$ cat config.mk
export PLATFORM = sky130hd
export DESIGN_NAME = ddram_clear
export DESIGN_NICKNAME = d
export VERILOG_FILES = /design/src/rtl/menu_pkg.sv /design/src/rtl/ddram_clear.sv
export SDC_FILE = /design/constraint.sdc
export NUM_CORES = 1
export LEC_CHECK = 0
export CAP_MARGIN = 5
export CORE_ASPECT_RATIO = 1.75
export CORE_MARGIN = 2
export CORE_UTILIZATION = 40
export DETAILED_ROUTE_END_ITERATION = 10
export SYNTH_ARGS = -nofsm -noshare
export SYNTH_HDL_FRONTEND = slang
export SYNTH_SLANG_ARGS = --single-unit
$ cat constraint.sdc
create_clock -name clk_sys -period 5.5 [get_ports clk_sys]
set_input_delay 1.375 -clock clk_sys [delete_from_list [all_inputs] [get_ports clk_sys]]
set_output_delay 1.375 -clock clk_sys [all_outputs]
set_load 0.005 [all_outputs]
$ cat src/rtl/menu_pkg.sv
// Shared types and constants for the DDR3 clear engine.
package menu_pkg;

    typedef logic [28:0] ddr_addr_t;
    typedef logic [63:0] ddr_data_t;

    typedef enum logic [1:0] {
        ST_IDLE,
        ST_ARM,
        ST_WRITE,
        ST_DONE
    } clear_state_t;

    localparam int unsigned DDR_MAX_BURST = 128;

    // Length of the next burst: the configured maximum, or whatever is left if smaller.
    function automatic logic [7:0] burst_len(input ddr_addr_t remaining, input int unsigned max_burst);
        if (remaining < ddr_addr_t'(max_burst)) begin
            return remaining[7:0];
        end
        return 8'(max_burst);
    endfunction

endpackage

$ cat src/rtl/ddram_clear.sv
// Avalon-MM burst writer that fills a DDR3 word range with a constant pattern.
module ddram_clear
    import menu_pkg::*;
#(
    parameter ddr_addr_t   BASE_ADDR = 29'h0000000,
    parameter ddr_addr_t   LEN_WORDS = 29'h1000000,
    parameter int unsigned MAX_BURST = DDR_MAX_BURST,
    parameter ddr_data_t   FILL      = 64'h0
) (
    input  logic        clk_sys,
    input  logic        RESET,
    input  logic        start,
    input  logic        enable,
    output logic        busy,
    output logic        done,
    output logic [28:0] words_done,
    input  logic        DDRAM_BUSY,
    output logic [7:0]  DDRAM_BURSTCNT,
    output logic [28:0] DDRAM_ADDR,
    output logic [63:0] DDRAM_DIN,
    output logic [7:0]  DDRAM_BE,
    output logic        DDRAM_WE,
    output logic        DDRAM_RD
);

    clear_state_t state_q, state_d;
    ddr_addr_t    addr_q, addr_d;       // start address of the burst on the bus
    logic [7:0]   bcnt_q, bcnt_d;       // burst count of the burst on the bus
    logic [7:0]   beats_q, beats_d;     // beats still to be accepted in this burst
    ddr_addr_t    remain_q, remain_d;   // words still to be accepted in this run
    ddr_addr_t    next_q, next_d;       // start address of the following burst
    ddr_addr_t    words_q, words_d;     // beats accepted in this run

    ddr_addr_t    remain_m1;
    logic [7:0]   len;

    // State and counter registers; RESET returns every output to its idle value.
    always_ff @(posedge clk_sys) begin
        if (RESET) begin
            state_q  <= ST_IDLE;
            addr_q   <= BASE_ADDR;
            bcnt_q   <= 8'd1;
            beats_q  <= '0;
            remain_q <= '0;
            next_q   <= BASE_ADDR;
            words_q  <= '0;
        end else begin
            state_q  <= state_d;
            addr_q   <= addr_d;
            bcnt_q   <= bcnt_d;
            beats_q  <= beats_d;
            remain_q <= remain_d;
            next_q   <= next_d;
            words_q  <= words_d;
        end
    end

    // Next-state logic: burst loading from ARM, or back-to-back on the last beat of a burst.
    always_comb begin
        state_d   = state_q;
        addr_d    = addr_q;
        bcnt_d    = bcnt_q;
        beats_d   = beats_q;
        remain_d  = remain_q;
        next_d    = next_q;
        words_d   = words_q;
        remain_m1 = remain_q - 29'd1;
        len       = '0;

        case (state_q)
            ST_IDLE: begin
                if (start) begin
                    words_d  = '0;
                    remain_d = LEN_WORDS;
                    next_d   = BASE_ADDR;
                    state_d  = (LEN_WORDS == '0) ? ST_DONE : ST_ARM;
                end
            end
            ST_ARM: begin
                if (enable) begin
                    len     = burst_len(remain_q, MAX_BURST);
                    addr_d  = next_q;
                    bcnt_d  = len;
                    beats_d = len;
                    next_d  = next_q + ddr_addr_t'(len);
                    state_d = ST_WRITE;
                end
            end
            ST_WRITE: begin
                if (!DDRAM_BUSY) begin
                    beats_d  = beats_q - 8'd1;
                    remain_d = remain_m1;
                    words_d  = words_q + 29'd1;
                    if (beats_q == 8'd1) begin
                        if (remain_m1 == '0) begin
                            state_d = ST_DONE;
                        end else if (enable) begin
                            // Load the following burst now so WE never drops between bursts.
                            len     = burst_len(remain_m1, MAX_BURST);
                            addr_d  = next_q;
                            bcnt_d  = len;
                            beats_d = len;
                            next_d  = next_q + ddr_addr_t'(len);
                        end else begin
                            state_d = ST_ARM;
                        end
                    end
                end
            end
            ST_DONE: begin
                state_d = ST_IDLE;
            end
            default: begin
                state_d = ST_IDLE;
            end
        endcase
    end

    assign busy           = (state_q == ST_ARM) || (state_q == ST_WRITE);
    assign done           = (state_q == ST_DONE);
    assign words_done     = words_q;
    assign DDRAM_WE       = (state_q == ST_WRITE);
    assign DDRAM_ADDR     = addr_q;
    assign DDRAM_BURSTCNT = bcnt_q;
    assign DDRAM_DIN      = FILL;
    assign DDRAM_BE       = '1;
    assign DDRAM_RD       = 1'b0;

endmodule

# Word-level counts from Yosys, hierarchy flattened
# Index checks and enable logic that the tools add are counted.
# totals
ff_bits	134
input_bits	5
output_inout_bits	142
elab_cells	92
# op_classes
add_sub_neg	5
n_lt_le_gt_ge	2
n_eq_ne	11
n_mux	55
reduce_logical	12
# op_table
op	n
two-way mux 29 bit	13
one-hot mux 29 bit (2 select lines)	3
two-way mux 8 bit	20
one-hot mux 29 bit (3 select lines)	1
adder 29 x 8 -> 29 bit	2
less-than comparator 29 x 8 -> 1 bit (second input constant)	2
one-hot mux 8 bit (2 select lines)	2
adder 29 x 1 -> 29 bit (second input constant)	1
zero test 29 bit	1
subtractor 29 x 1 -> 29 bit (second input constant)	1
two-way mux 2 bit	6
!= test 2 bit (second input constant)	5
two-way mux 1 bit	9
equality test 8 x 1 -> 1 bit (second input constant)	1
one-hot mux 2 bit (4 select lines)	1
subtractor 8 x 1 -> 8 bit (second input constant)	1
AND reduction 7 bit	1
AND reduction 3 bit	2
AND reduction 6 bit	1
AND reduction 5 bit	1
equality test 2 bit (second input constant)	2
AND reduction 4 bit	1
nonzero test 2 bit	2
!= test 3 x 2 -> 1 bit (second input constant)	1
other kinds (5)	5

# Depth between registers and ports, before layout
# Gate-level depths: netlist of the first run.
# logic_depth
word_depth	20
depth_mapped	23
depth_no_buf	19

# Worst setup path after synthesis of the first run
# OpenSTA, ideal clock, no wires.
# synth_timing
path_type	register to register
from	register remain_q[0]
to	register next_q[28]
setup_time_ps	125
t_arrival_ps	4765
required_time_ps	5375
path_slack_ps	610
path_stages_with_launch	23
n_path_buf	3
synth_period_minus_slack_ps	4890
path_cell_list	dfxtp_1 -> clkbuf_1 -> inv_1 -> ha_1 -> nor3b_2 -> nand4b_1 -> a2111o_1 -> a211oi_1 -> nand4b_1 -> o41ai_1 -> ha_1 -> inv_1 -> fa_1 -> nor2b_1 -> o21ai_0 -> a21oi_1 -> o21ai_0 -> a21oi_1 -> o21ai_0 -> clkbuf_1 -> clkbuf_1 -> o31ai_1 -> a21oi_1
# synth_between
elab_chain_cells	20
elab_cells_between_ends	34
classes_between	add/sub: 3; order compare: 2; eq/ne: 1; mux: 26; reduce/logical: 2
# synth_lines
element	line	rtl
start, declared	ddram_clear.sv:30	ddr_addr_t remain_q, remain_d;
start signal, assigned	ddram_clear.sv:52	remain_q <= remain_d;
subtractor 29 x 1 -> 29 bit	ddram_clear.sv:67	remain_m1 = remain_q - 29'd1;
less-than comparator 29 x 8 -> 1 bit	menu_pkg.sv:18	if (remaining < ddr_addr_t'(max_burst)) begin
two-way mux 1 bit	menu_pkg.sv:18	
two-way mux 1 bit	ddram_clear.sv:97	end else if (enable) begin
two-way mux 1 bit	ddram_clear.sv:95	if (remain_m1 == '0) begin
two-way mux 1 bit	ddram_clear.sv:94	if (beats_q == 8'd1) begin
two-way mux 1 bit	ddram_clear.sv:90	if (!DDRAM_BUSY) begin
two-way mux 1 bit	ddram_clear.sv:70	case (state_q)
[... 4 more ...]	n/a	
two-way mux 8 bit	ddram_clear.sv:90	
two-way mux 8 bit	ddram_clear.sv:70	
adder 29 x 8 -> 29 bit	ddram_clear.sv:103	next_d = next_q + ddr_addr_t'(len);
two-way mux 29 bit	ddram_clear.sv:97	
two-way mux 29 bit	ddram_clear.sv:95	
two-way mux 29 bit	ddram_clear.sv:94	
two-way mux 29 bit	ddram_clear.sv:90	
one-hot mux 29 bit (3 select lines)	ddram_clear.sv:70	
end signal, assigned	ddram_clear.sv:53	next_q <= next_d;
end, declared	ddram_clear.sv:31	ddr_addr_t next_q, next_d;
# Several ways; a longest one is shown, not always the timed one. The select of a mux whose other input is x is not followed.
# A chain may end at the register's enable or synchronous reset.

# Worst setup path in the final report of the first run
# layout_timing
from	register remain_q[4]
to	register next_q[17]
# Same word-level chain as after synthesis.

==> out/results.ini, run 1 <==
[pwr]
peakVddDrop_uv=255
clkPwrFrac_pct=27.5
intPower_mw=2.43
p_seq_share_pct=27.0
swShare_pct=41.9
p_sw_mw=1.76
power.density_mw_per_mm2=452
p_leak_nw=3.44
p_comb_share_pct=45.5

[sta]
hold_ws_ns=0.473
setup_viol=0
hold_viol=0
max_freq_ghz=0.197
final.period_utilization_pct=92.4
finalWorstSetupSlack_ns=0.421
rsz0062_at_grt=no
slew_violations=0
fin_tns_setup_ns=0
worstMarginPinSlew_ns=0.910
finClkSkew_ns=0.0108
fin_crit_ns=5.08
slew_headroom_pct=38.8

[route]
vias=7219
drc=0
viasPerCell=5.50
wl_per_cell_um=16.0
first_pass_iters=5
drt_wl_total_um=21000
postRouteAntennaNets=0
first_iter_violations=489

[finish]
final_util_pct=47.4
antenna_cells=0
drive_above_1_share_pct=8.52
areaGrowthSynthToFinish_pct=17.1
fillCellCount=1953
fin_nets=1082

[setup_path]
critPathCaptureType=register
crit_path_cell_trace=nor3_2 > nand3_1 > o31a_1 > nor4b_4 > nand2_2 > or3_1 > or2_1 > nand2_1 > ha_1 > a21oi_1 > a21boi_0 > o21ai_0 > a21oi_1 > o221ai_1 > buf_4 > or4_1 > a21oi_1
cp_max_fo=18
path_common_cell=a21oi_1
max_stage_delay_ns=0.61
cp_slowest_cell=nor3_2
arrival_ns=5.44
crit_required_ns=5.86
worstSetupPathType=reg2reg
start_kind=register

[clock_tree]
clockRootBuffer=clkbuf_16
cts_hold_buffers=0
cts_tree=built
clkSinkCount=134
cts_buffer_depth=2
cts_inserted_buffers=17
htreeDepth=4
insertion_delay_ns=0.43
clk_pin_slew_worst_paths_ns=0.06

[floorplan]
io_pins=147
die_area_mm2=0.0210
rows=68
core_area_mm2=0.0196
initial_core_util_pct=40.5
fp.dieH_um=190
die_w_um=110

[yosys]
seq_area_frac_synth_pct=33.9
ys_async_sr_fraction_pct=0
synth_cell_types=74
synth_area_mm2=0.00792
synth_ff_type=dfxtp_1
yosys_warnings=0
yosys.area.top_type=dfxtp_1
yosys_register_bits=134
syn_area_per_cell_um2=7.95
netlist_instances=996
synthTopCellsByArea=dfxtp_1, buf_4, nor2_1
synth.top_cell.area_share_pct=33.9
synth_edf_count=0

[global_route]
grt_first_pass_wirelength_um=33900
grt_pass1_vias=6854
grt_antenna_before_repair=0
grt_max_degree=56
grt_use_total_pct=20.6
grt-ovfl-total=0

[placement]
dp_hpwl_um=15100
port_buffers=73
pre_cts_ws_ns=0.0965
place.gp.congestion=0.935

[flow_run]
drv_cap=0

[outcome]
outcome=completed

[worst_hold_path]
worst_hold_path_type=reg2reg

==> per-layer routing <==
| layer | global-route usage (%) | wire [um] | up-vias |
|---|---|---|---|
| li1 | - | - | 3530 |
| met1 | 21.2 | 7920 | 3395 |
| met2 | 37.1 | 11200 | 229 |
| met3 | 4.42 | 936 | 65 |
| met4 | 12.2 | 944 | 0 |
| met5 | 0 | 0 | - |
==> per-stage QoR <==
| step | std cells | power (mW) | instance area (um2) |
|---|---|---|---|
| final | 1313 | 4.19 | 9270 |
| after detailed placement | 1280 | 3.01 | 8610 |
| after CTS | 1311 | 4.18 | 9200 |
| after global placement | 1280 | 3.01 | 8610 |
| after global routing | 1313 | 4.45 | 9270 |
| after floorplan | 1067 | 2.56 | 8180 |
==> logic make-up (layout without fill, tap and decap cells) <==
kind of cell               Yosys count  count (layout)  share of synthesized area (%)
and+or+nand+nor                    415             415                           27.1
DFF                                134             134                           33.9
buffers and inverters              160             161                           11.7
adders and majority gates           21              21                           3.41
other                                2              73                         0.0949
muxes                               32              32                           4.05
xor gates and xnor gates            34              34                           3.76
AOI/OAI and AO/OA                  198             198                           16.0
==> Yosys cell counts, drive strengths merged (11+ instances only) <==
cell	n
nand3	33
nand2	83
mux2i	32
dfxtp	134
xor2	17
o21ai	34
nor4	13
o31ai	21
inv	30
ha	20
a21oi	79
buf	92
clkbuf	38
or4	26
nand2b	11
nand4	17
and3	12
nor3	39
or3	21
nor2	119
xnor2	17
==> worst paths after layout <==
check                 endpoint  depth (start not counted)         start  slack (ns)
setup / recovery    next_q[17]                         17   remain_q[4]        0.42
hold / removal    remain_q[17]                          2  remain_q[17]        0.47
setup reg to reg    next_q[17]                         17   remain_q[4]        0.42
hold reg to reg   remain_q[17]                          2  remain_q[17]        0.47
==> worst max-delay path, delay by kind of cell (launching register included) <==
family / cells / cell delay, ns
adders and majority gates: 1 / 0.17
buffers and inverters: 1 / 0.24
DFF: 1 / 0.33
and+or+nand+nor: 8 / 2.80
AOI/OAI and AO/OA: 7 / 1.44
==> layout make-up <==
cell class              instances  area (um2)  share of cell area [%]
clock buffers                  23         498                    5.37
repair buffers                100         928                    10.0
multi-input cells             773        4640                    50.1
clock inverters                 8        96.3                    1.04
well taps                     245         307                    3.31
flip-flops and latches        134        2680                    29.0
inverters                      30         113                    1.22
==> state kept, by name (all words and copies together) (netlist names) <==
name and flops:
state_q 2, remain_q 29, beats_q 8, next_q 29
words_done 29, DDRAM_BURSTCNT 8, DDRAM_ADDR 29
==> repair_timing <==
action                                  CTS  global route
endpoints found under the setup margin    0            22
buffers inserted                          0             2
gates resized for setup                   0            12
==> power by group through the flow <==
stage,clock [mW],combinational [mW],sequential [mW]
floorplan,0,1.44,1.12
global placement,0,1.86,1.15
finish,1.15,1.91,1.13
CTS,1.18,1.88,1.13
global route,1.21,2.10,1.14
detailed placement,0,1.87,1.15
==> cell usage in the layout (no fill, tap or decap), types with 4 or more instances in the layout <==
| cell | synthesis | layout |
|---|---|---|
| nand4b_1 | 6 | 6 |
| nand2_1 | 83 | 82 |
| or4_1 | 25 | 24 |
| xor2_1 | 17 | 17 |
| o31ai_1 | 21 | 21 |
| dfxtp_1 | 134 | 133 |
| buf_4 | 76 | 27 |
| clkbuf_16 | 0 | 17 |
| nor4_1 | 10 | 10 |
| nand3_1 | 33 | 33 |
| a211oi_1 | 8 | 8 |
| conb_1 | 2 | 73 |
| mux2i_1 | 32 | 32 |
| nor2b_1 | 7 | 7 |
| nand2b_1 | 11 | 11 |
| ha_1 | 20 | 19 |
| xnor2_1 | 17 | 17 |
| a22oi_1 | 4 | 4 |
| a311oi_1 | 7 | 7 |
| or3_1 | 21 | 21 |
| and3_1 | 12 | 12 |
| clkinv_2 | 0 | 4 |
| nor3_1 | 37 | 36 |
| nand4_1 | 17 | 17 |
| clkdlybuf4s50_1 | 0 | 72 |
| a31oi_1 | 5 | 5 |
| inv_1 | 30 | 30 |
| o21ai_0 | 34 | 33 |
| clkbuf_8 | 0 | 5 |
| or2_2 | 6 | 6 |
| nor2_1 | 119 | 119 |
| and2_1 | 4 | 4 |
| o21a_1 | 5 | 5 |
| a21oi_1 | 79 | 77 |
No activity file was read; power rests on OpenSTA's default activity.
==> run 2, diff against run 1 <==
- CTS_CLUSTER_SIZE: unset -> 12
- DONT_BUFFER_PORTS: unset -> 1
==> run 2 against run 1 <==
Critical path depth grew 4. Power shrank 1.1%. Sequential power about the same. Critical path type unchanged. Largest power group unchanged.
==> out/results.ini, run 2 (synthesis gave the netlist of run 1 again) <==
[outcome]
outcome=completed

[worst_hold_path]
hold_start=next_q[3]
worst_hold_path_type=reg2reg

[sta]
hold_ws_ns=0.475
fin_crit_ns=5.09
final.period_utilization_pct=92.6
worstMarginPinSlew_ns=0.876
slew_violations=0
finalWorstSetupSlack_ns=0.408
finClkSkew_ns=0.0113
max_freq_ghz=0.196
slew_headroom_pct=41.6
setup_viol=0
hold_viol=0
fin_tns_setup_ns=0
rsz0062_at_grt=no

[route]
postRouteAntennaNets=0
first_iter_violations=339
vias=6879
wl_per_cell_um=16.5
drt_wl_total_um=20600
drc=0
viasPerCell=5.53
first_pass_iters=5

[floorplan]
rows=68
io_pins=147
initial_core_util_pct=40.5
fp.dieH_um=190
die_w_um=110
core_area_mm2=0.0196
die_area_mm2=0.0210

[pwr]
power.density_mw_per_mm2=485
p_leak_nw=3.19
peakVddDrop_uv=217
p_total_mw=4.14

[global_route]
grt_max_degree=92
grt_antenna_before_repair=0
grt_use_total_pct=20.3
grt_pass1_vias=6549
grt-ovfl-total=0
grt_first_pass_wirelength_um=33400

[setup_path]
worstSetupPathType=reg2reg
cpLargestDelayFamily=simple AND/OR/NAND/NOR gates
crit_required_ns=5.86
arrival_ns=5.46
max_stage_delay_ns=0.68
path_common_cell=a21oi_1
crit_buf_inv=4
critPathCaptureType=register
crit_path_cell_trace=inv_1 > ha_1 > or4b_2 > nor4_2 > xor2_1 > nor3_2 > nand2_2 > o41ai_2 > buf_4 > ha_1 > inv_1 > fa_1 > nor2b_1 > o21ai_0 > a21oi_1 > o21ai_0 > a21oi_1 > o21ai_1 > buf_4 > or4_1 > a21oi_1
start_kind=register
cp_slowest_cell=or4b_2
r2r-start=remain_q[1]
setup.worst_path.start=remain_q[1]
cp_max_fo=20

[placement]
place.gp.congestion=0.853
dp_hpwl_um=14600
port_buffers=0
pre_cts_ws_ns=0.0736

[finish]
fillCellCount=1986
final_cell_mix=dfxtp_1, nor2_1, nand2_1, a21oi_1, conb_1
final_common_cell=dfxtp_1
areaGrowthSynthToFinish_pct=7.84
fin_nets=1013
drive_above_1_share_pct=9.31
antenna_cells=0

[clock_tree]
clkSinkCount=134
cts_buffer_depth=2
cts_inserted_buffers=17
insertion_delay_ns=0.43
clk_pin_slew_worst_paths_ns=0.06
cts_tree=built
htreeDepth=4
clockRootBuffer=clkbuf_16

[flow_run]
drv_cap=0

==> run 2: changes by cell type in the layout (fill, tap and decap cells not counted), sizes merged <==
cell           delta
clkdlybuf4s50    -72
clkbuf            -4
buf               +3
clkinvlp          +3
inv               +2
clkinv            -1
==> run 2: power breakdown <==
part,switching (mW),leakage [nW],internal [mW]
clock,0.440,0.277,0.687
sequential,0.0967,1.08,1.04
combinational,1.22,1.83,0.656
==> run 2: final timing paths <==
| check | to | depth (start not counted) | slack [ns] |
|---|---|---|---|
| max | next_q[28] | 21 | 0.41 |
| min | next_q[3] | 2 | 0.47 |
| max reg2reg | next_q[28] | 21 | 0.41 |
| min reg2reg | next_q[3] | 2 | 0.47 |
==> run 2: routing by layer <==
metal / wire [um] / GRT usage (%) / vias up
li1: - / - / 3382
met2: 11000 / 37.5 / 184
met5: 0 / 0 / -
met1: 7820 / 20.6 / 3272
met3: 1070 / 5.52 / 41
met4: 678 / 9.33 / 0
==> run 2: stage by stage <==
stage,instance area (um2),util [%],instances
floorplan,8180,-,1067
global route,8540,43.6,1244
global placement,7900,40.4,1210
CTS,8480,43.4,1241
detailed placement,7900,40.4,1210
finish,8540,43.6,1244
==> run 2: worst reg2reg max path: stages, from the launching register on <==
cell,delay (ns)
dfxtp_1,0.39
inv_1,0.11
ha_1,0.26
or4b_2,0.68
nor4_2,0.24
xor2_1,0.22
nor3_2,0.21
nand2_2,0.15
o41ai_2,0.33
buf_4,0.18
ha_1,0.16
inv_1,0.06
fa_1,0.39
nor2b_1,0.12
o21ai_0,0.10
a21oi_1,0.18
o21ai_0,0.11
a21oi_1,0.20
o21ai_1,0.11
buf_4,0.20
or4_1,0.48
a21oi_1,0.14
==> run 2: repair_timing <==
action                                  in CTS  in global routing
setup buffers                                0                  3
hold endpoints to repair                     0                  0
hold buffers                                 0                  0
endpoints found under the setup margin       0                 20
gates resized for setup                      0                  8
==> run 2: area by class of cell <==
cell class / instances / area, um2 / share of cell area (%)
multi-input cells: 773 / 4620 / 54.1
clock buffers: 19 / 453 / 5.31
well taps: 245 / 307 / 3.59
repair buffers: 31 / 233 / 2.73
inverters: 30 / 113 / 1.32
clock inverters: 12 / 128 / 1.49
flip-flops and latches: 134 / 2680 / 31.4
